<file path="config.mk">
export PLATFORM = sky130hd
export DESIGN_NAME = branch_jump_unit
export DESIGN_NICKNAME = d
export VERILOG_FILES = /design/src/rtl/branch_jump_unit.sv
export SDC_FILE = /design/constraint.sdc
export NUM_CORES = 1
export LEC_CHECK = 0
export ABC_CLOCK_PERIOD_IN_PS = 5200
export CAP_MARGIN = 15
export CORE_MARGIN = 2
export CORE_UTILIZATION = 36
export DETAILED_ROUTE_END_ITERATION = 12
export GPL_ROUTABILITY_DRIVEN = 0
export MAX_ROUTING_LAYER = met4
export PLACE_DENSITY_LB_ADDON = 0.08
export SLEW_MARGIN = 20
export SYNTH_ARGS = -nofsm -noshare
export SYNTH_HDL_FRONTEND = slang
export SYNTH_SLANG_ARGS = --single-unit
</file>
<file path="constraint.sdc">
create_clock -name clk -period 5.2 [get_ports clk]
set_input_delay 0.52 -clock clk [delete_from_list [all_inputs] [get_ports clk]]
set_output_delay 0.52 -clock clk [all_outputs]
set_load 0.05 [all_outputs]
</file>
<file path="src/rtl/branch_jump_unit.sv">
// Two-stage branch/jump execution unit: resolves taken/target for one issued
// branch or jump per cycle, broadcasts the result on a CDB port and flushes on taken.
module branch_jump_unit (
    input  logic         clk,
    input  logic         reset,
    input  logic         ex_en,
    input  logic [111:0] rs2exe,
    output logic         ex_ready,
    input  logic         cdb_grant,
    output logic         cdb_req,
    output logic [37:0]  cdb_out,
    output logic         kill,
    output logic [31:0]  redirect_pc
);

    typedef struct packed {
        logic [9:0]  instType;
        logic [5:0]  dest;
        logic [31:0] opr1;
        logic [31:0] opr2;
        logic [31:0] addr;
    } issue_t;

    logic        s1ValidQ, s1ValidD;
    issue_t      s1BundleQ, s1BundleD;
    logic        s2ValidQ, s2ValidD;
    logic        s2TakenQ, s2TakenD;
    logic [5:0]  s2DestQ, s2DestD;
    logic [31:0] s2ValueQ, s2ValueD;
    logic [31:0] s2TargetQ, s2TargetD;

    logic        s2Leaving;
    logic        killW;
    logic        s1Advance;
    logic        accept;

    logic        oprEq;
    logic        oprLtSigned;
    logic        oprLtUnsigned;
    logic        brTaken;
    logic        resTaken;
    logic [31:0] resValue;
    logic [31:0] resTarget;

    // Resolve the S1 instruction; reserved or empty types fall out as not-taken with value 0.
    always_comb begin
        oprEq         = (s1BundleQ.opr1 == s1BundleQ.opr2);
        oprLtSigned   = ($signed(s1BundleQ.opr1) < $signed(s1BundleQ.opr2));
        oprLtUnsigned = (s1BundleQ.opr1 < s1BundleQ.opr2);
        brTaken       = (s1BundleQ.instType[2] &  oprEq)
                      | (s1BundleQ.instType[3] & ~oprEq)
                      | (s1BundleQ.instType[4] &  oprLtSigned)
                      | (s1BundleQ.instType[5] & ~oprLtSigned)
                      | (s1BundleQ.instType[6] &  oprLtUnsigned)
                      | (s1BundleQ.instType[7] & ~oprLtUnsigned);
        resTaken  = brTaken;
        resValue  = {31'b0, brTaken};
        resTarget = s1BundleQ.addr;
        if (s1BundleQ.instType[0]) begin
            resTaken  = 1'b1;
            resValue  = s1BundleQ.opr1;
            resTarget = s1BundleQ.addr;
        end else if (s1BundleQ.instType[1]) begin
            resTaken  = 1'b1;
            resValue  = s1BundleQ.opr2;
            resTarget = (s1BundleQ.opr1 + s1BundleQ.addr) & ~32'h1;
        end
    end

    // A kill squashes the younger S1 entry and blocks capture in the same cycle.
    always_comb begin
        s2Leaving = s2ValidQ & cdb_grant;
        killW     = s2Leaving & s2TakenQ;
        s1Advance = s1ValidQ & (~s2ValidQ | s2Leaving) & ~killW;
        ex_ready  = ~killW & (~s1ValidQ | s1Advance);
        accept    = ex_en & ex_ready;
    end

    always_comb begin
        s1ValidD  = s1ValidQ;
        s1BundleD = s1BundleQ;
        s2ValidD  = s2ValidQ;
        s2TakenD  = s2TakenQ;
        s2DestD   = s2DestQ;
        s2ValueD  = s2ValueQ;
        s2TargetD = s2TargetQ;

        if (killW) begin
            s1ValidD = 1'b0;
        end else if (accept) begin
            s1ValidD  = 1'b1;
            s1BundleD = issue_t'(rs2exe);
        end else if (s1Advance) begin
            s1ValidD = 1'b0;
        end

        if (s1Advance) begin
            s2ValidD  = 1'b1;
            s2TakenD  = resTaken;
            s2DestD   = s1BundleQ.dest;
            s2ValueD  = resValue;
            s2TargetD = resTarget;
        end else if (s2Leaving) begin
            s2ValidD = 1'b0;
        end
    end

    always_ff @(posedge clk) begin
        if (reset) begin
            s1ValidQ  <= 1'b0;
            s1BundleQ <= '0;
            s2ValidQ  <= 1'b0;
            s2TakenQ  <= 1'b0;
            s2DestQ   <= '0;
            s2ValueQ  <= '0;
            s2TargetQ <= '0;
        end else begin
            s1ValidQ  <= s1ValidD;
            s1BundleQ <= s1BundleD;
            s2ValidQ  <= s2ValidD;
            s2TakenQ  <= s2TakenD;
            s2DestQ   <= s2DestD;
            s2ValueQ  <= s2ValueD;
            s2TargetQ <= s2TargetD;
        end
    end

    assign cdb_req     = s2ValidQ;
    assign cdb_out     = s2ValidQ ? {s2DestQ, s2ValueQ} : 38'd0;
    assign kill        = killW;
    assign redirect_pc = killW ? s2TargetQ : 32'd0;

endmodule

</file>
==> reports/metrics.cfg, run 1 <==
[final_layout]
n_antenna_cell=0
synthToLayoutAreaGrowth_pct=27.6
utilization_pct=46.6
fillers=2767
final_layout_size_suffix_gt1_share_pct=4.27
area.sequential_sq_um=3660
multiInputGateArea_sq_um=5650
layout.nets=1643

[setup_path]
path_cells=nand2_1 -> nor2_1 -> buf_4 -> and2_1 -> clkdlybuf4s50_1
startpoint=cdb_req
worstSetupStartpointType=flip-flop
reg2reg_depth=10
slowest_stage=clkdlybuf4s50_1
r2r_slack_ns=2.08
crit_end=redirect_pc[31]
crit_fanout=35
critPathMaxStageDelay_ns=0.85
cp-end-kind=primary output
rr_endpoint=s2TargetQ[26]
reg2reg_from=s1BundleQ[66]
required_ns=4.68
critPathKind=reg -> out
worstPathArrival_ns=2.86

[yosys]
synth-seq-cells=183
synthesis.nets=1512
async_flop_share_pct=0
syn_area_sq_um=9790
ys.flop_type=dfxtp_1
synth_cells=1333
synth.avg_cell_area_sq_um=7.35
ys_warn_count=0
synth-seq-area-share_pct=37.4
synth_edf_count=0
synth_cell_types=53

[timing]
holdWs_ns=0.439
fin_worst_skew_ns=0.0130
worst_pin_slew_ns=0.913
period_needed_ns=3.38
hold_violations=0
rsz0062_at_grt=no
drv_slew=0
setup_ws_ns=1.82
clock.fmax_mhz=296
finalSetupViolations=0
maxSlewHeadroom_pct=39.2
tns_ns=0
fin_crit_sh_pct=65.0

[placed_design]
port_buffers=186
place_hpwl_um=20500
pre_cts_slack_ns=1.86

[global_route]
grt_antenna_before_repair=0
gr-total-overflow=0
grt_max_degree=139
grt_pass1_vias=8783
grt_first_pass_wirelength_um=47400
track_usage_pct=21.6

[min_path]
min_path_type=in -> reg

[floorplanning]
core_area_sq_um=26800
row_count=60
io_pins=189
initial_core_util_pct=36.5
dieArea_sq_um=28500
die_x_um=169
fp.dieH_um=169

[drt]
via_per_inst=5.11
drt_iter0_markers=495
wl_um=29800
post_drt_wl_per_cell_um=16.4
drtAntennaViolNets=0
route.detailed.drc=0
firstDrtPassIters=5
via_count=9288

[clock_tree]
cts_sinks=183
cts_tree=yes
numCtsBuffers=17
h-tree-depth=4
cts_setup_buffers=0
path_clk_slew_ns=0.07
cts_max_path_buffers=2
cts.repair.resized=0
cts-root-buf=clkbuf_16
holdBufCountCts=0
clk_latency_ns=0.45

[job]
cap_viol_max_count=0

[pwr]
leakage_nw=4.91
power_density_nw_per_um2=289
peakVddDrop_mv=0.158

[outcome]
outcome=completed

## through the flow
| step | instance area, sq um | instances | power, mW |
|---|---|---|---|
| 2_1_floorplan | 9790 | 1333 | 2.03 |
| 3_3_place_gp | 11900 | 1785 | 2.29 |
| 3_5_place_dp | 11900 | 1785 | 2.29 |
| 4_1_cts | 12500 | 1817 | 3.66 |
| 5_1_grt | 12500 | 1818 | 3.80 |
| 6_report | 12500 | 1818 | 3.62 |
## cells in the final DEF (no fill, tap or decap), drive strengths merged, types with 3 or more instances in the layout
cell type	count
nand2	325
clkdlybuf4s50	185
dfxtp	183
a21oi	171
nor2	108
and2	73
ha	62
inv	52
nor3	50
a211oi	47
o21ai	38
a21o	17
clkbuf	17
nand3	14
buf	14
xor2	12
xnor2	11
and3	10
a311oi	10
nand4	9
nor2b	5
o211ai	5
a31oi	5
a2111oi	4
nor4	3
or3	3
nand3b	3
o22ai	3
a221oi	3
o31a	3
nand2b	3
clkinv	3
## state kept, by name (all words and copies together) (netlist names)
name / flops
s1ValidQ: 1
s2ValueQ: 32
s2TargetQ: 32
s1BundleQ: 110
cdb_req: 1
s2DestQ: 6
s2TakenQ: 1
## power by group
group / total, mW / switching, mW / leakage, nW / internal [mW]
sequential: 1.59 / 0.0884 / 1.50 / 1.50
clock: 1.36 / 0.627 / 0.294 / 0.730
combinational: 0.674 / 0.394 / 3.11 / 0.280
## critical path: cells and delay by family, from the launching register on
| kind | cells | cell delay (ns) |
|---|---|---|
| DFF | 1 | 0.84 |
| buffers and inverters | 2 | 1.14 |
| and+or+nand+nor | 3 | 0.44 |
## cell usage after synthesis (10+ instances only)
master    instances  share of area [%]
a21o_1           17                1.3
and3_1           10               0.64
xnor2_1          11               0.98
and2_1           72                4.6
nand3_1          14               0.72
clkbuf_1         78                3.0
nor2_1          107                4.1
xor2_1           12                1.1
a21oi_1         171                8.7
nand2_1         325                 12
inv_1            44                1.7
a211oi_1         47                3.6
o21ai_0          35                1.8
dfxtp_1         183                 37
nor3_1           50                2.6
ha_1             62                7.9
## routing by layer
layer	vias to the layer above	share of wire, %	global-route usage, %
li1	4799	-	-
met1	4307	51	30.4
met2	165	44	32.7
met3	17	4.0	2.67
met4	0	1.1	5.43
met5	-	0	-
## area by class of cell
type,count,share of cell area [%]
clock inverters,15,1.46
repair buffers,199,15.8
clock buffers,17,3.40
well taps,341,3.41
inverters,44,1.32
flip-flops and latches,183,29.3
multi-input cells,1019,45.2
## worst min path at each step
stage                   startpoint            to  slack (ns)  depth (start not counted)
floorplan             s2TargetQ[0]  s2TargetQ[0]        0.43                          2
global placement    s1BundleQ[101]    s2DestQ[5]        0.44                          2
detailed placement    s2TargetQ[1]  s2TargetQ[1]        0.44                          2
CTS                   s2TargetQ[1]  s2TargetQ[1]        0.45                          2
global route                 reset  s2TargetQ[6]        0.44                          2
finish                       reset  s2TargetQ[7]        0.44                          2
## cell families after synthesis
group                    count (synthesis)  share of synthesized area [%]
AND/OR/NAND/NOR                        611                           27.4
AO/OA/AOI/OAI                          320                           19.8
flip-flops                             183                           37.4
buffers and inverters                  131                           5.05
adder cells (fa/ha/maj)                 63                           8.12
XOR/XNOR                                23                           2.06
multiplexers                             2                          0.204
No activity file was read; power rests on OpenSTA's default activity.
==> run 2: changes to the inputs <==
--- a/config.mk
+++ b/config.mk
@@ -5,7 +5,7 @@
 export SDC_FILE = /design/constraint.sdc
 export NUM_CORES = 1
 export LEC_CHECK = 0
-export ABC_CLOCK_PERIOD_IN_PS = 5200
+export ABC_CLOCK_PERIOD_IN_PS = 3350
 export CAP_MARGIN = 15
 export CORE_MARGIN = 2
 export CORE_UTILIZATION = 36
==> constraint.sdc (replaced) <==
create_clock -name clk -period 3.35 [get_ports clk]
set_input_delay 0.335 -clock clk [delete_from_list [all_inputs] [get_ports clk]]
set_output_delay 0.335 -clock clk [all_outputs]
set_load 0.05 [all_outputs]
==> run 2 against run 1 <==
Against the previous run: sequential share of layout area shrank 0.76 points; final cell count rose by 0.72%; highest routed layer unchanged; total power increased by 55%; combinational power rose by 59%.
==> reports/metrics.cfg, run 2 (synthesis results as in run 1) <==
[setup_path]
cpLargestDelayFamily=compound AO/OA/AOI/OAI gates
worstPathArrival_ns=3.35
slowest_stage=dfxtp_1
path_cells=ha_1 -> a21oi_1 -> o21ai_0 -> a221oi_2 -> o311ai_1 -> a311oi_2 -> nor2_2 -> a32oi_2 -> nor3_1 -> a2111oi_2
required_ns=3.67
crit_fanout=6
reg2reg_depth=10
path_buf_inv=0
cp.depth=10
cp-end-kind=flip-flop
critPathKind=reg -> reg
critPathMaxStageDelay_ns=0.47
worstSetupStartpointType=flip-flop

[drt]
post_drt_wl_per_cell_um=16.3
via_count=9312
wl_um=29800
drtAntennaViolNets=0
route.detailed.drc=0
firstDrtPassIters=5
via_per_inst=5.09
drt_iter0_markers=472

[pwr]
seqPwrFrac_pct=43.7
swShare_pct=30.2
leakage_nw=5.10
comb_power_share_pct=19.1
power.internal_mw=3.93
p_switching_mw=1.70
power_density_nw_per_um2=438
peakVddDrop_mv=0.295
pwr-share-clk_pct=37.2
p_total_mw=5.62

[placed_design]
port_buffers=186
placed_area_sq_um=12200
pre_cts_slack_ns=0.342
place_hpwl_um=21200
dp_cells=1797

[global_route]
grt_max_degree=101
gr-usage-met3_pct=2.92
gr-total-overflow=0
grt_use_met2_pct=33.4
grt_pass1_vias=8927
grt_busiest_layer=met2
grt_antenna_before_repair=1
grt_first_pass_wirelength_um=47800
track_usage_pct=21.6
grt.met1_usage_pct=30.4

[floorplanning]
core_area_sq_um=26800
dieArea_sq_um=28500
io_pins=189
fp.dieH_um=169
row_count=60
initial_core_util_pct=36.5
die_x_um=169

[timing]
clock.fmax_mhz=331
rsz0062_at_grt=no
finalSetupViolations=0
period_needed_ns=3.02
tns_ns=0
worst_pin_slew_ns=0.851
fin_worst_skew_ns=0.0134
fin_crit_sh_pct=90.2
drv_slew=0
hold_violations=0
maxSlewHeadroom_pct=43.3
holdWs_ns=0.430
setup_ws_ns=0.327

[min_path]
min_path_type=in -> reg
min_path_cells=2

[clock_tree]
cts_tree=yes
cts_max_path_buffers=2
clk_latency_ns=0.43
cts-root-buf=clkbuf_16
cts_sinks=183
cts.repair.resized=0
h-tree-depth=4
path_clk_slew_ns=0.07
numCtsBuffers=17

[outcome]
outcome=completed

[final_layout]
regMostFlops=s1BundleQ
fin_area_sq_um=12800
fin_cells=1831
layout.nets=1655
largest_register_ffs=110
synthToLayoutAreaGrowth_pct=31.0
mostFrequentLayoutCell=nand2_1
utilization_pct=47.9
final_layout_size_suffix_gt1_share_pct=7.12
reg_top3=s1BundleQ (110), s2TargetQ (32), s2ValueQ (32)
layout_common_cells=nand2_1, dfxtp_1, a21oi_1, clkdlybuf4s50_1, nor2_1

[job]
cap_viol_max_count=0

==> run 2: cell count changes in the layout (fill, tap and decap cells not counted) <==
cell             before  now
clkbuf_8              0    1
buf_4                12   30
clkinv_8              1    0
clkbuf_1              0    1
nand2b_2              1    0
nand2b_1              2    3
buf_12                0   28
clkinvlp_4            2    3
clkinv_2              1    0
diode_2               0    1
buf_16                1    0
clkdlybuf4s50_1     185  152
inv_6                 5    4
==> run 2: what timing repair did <==
action                     4_1_cts  5_1_grt
buffers inserted                 0        1
hold buffers                     0        0
setup endpoints to repair        0        1
==> run 2: final cells by class <==
type	instances	area [sq um]
antenna	1	2.50
clock buffer	19	443
clock inverter	13	160
fill	2746	14000
inverter	44	165
multi-input combinational	1019	5650
sequential	183	3660
tap	341	427
timing repair buffer	211	2320
==> run 2: layer usage <==
layer / up-vias / part of all wire (%)
met3: 11 / 3.0
met1: 4298 / 51
met2: 188 / 45
met5: - / 0
met4: 0 / 0.79
li1: 4815 / -
==> run 2: final timing paths <==
kind	startpoint	end	slack, ns
worst max-delay path	s1BundleQ[72]	s2TargetQ[31]	0.33
worst min-delay path	reset	s2TargetQ[21]	0.43
worst max register to register	s1BundleQ[72]	s2TargetQ[31]	0.33
worst min register to register	s1BundleQ[97]	s2DestQ[1]	0.45
==> run 2: power groups by stage <==
stage	clock network (mW)	logic, mW	registers [mW]
2_1_floorplan	0	0.704	2.45
3_3_place_gp	0	1.07	2.50
4_1_cts	2.15	1.08	2.46
6_report	2.09	1.07	2.46
3_5_place_dp	0	1.08	2.51
5_1_grt	2.22	1.21	2.48
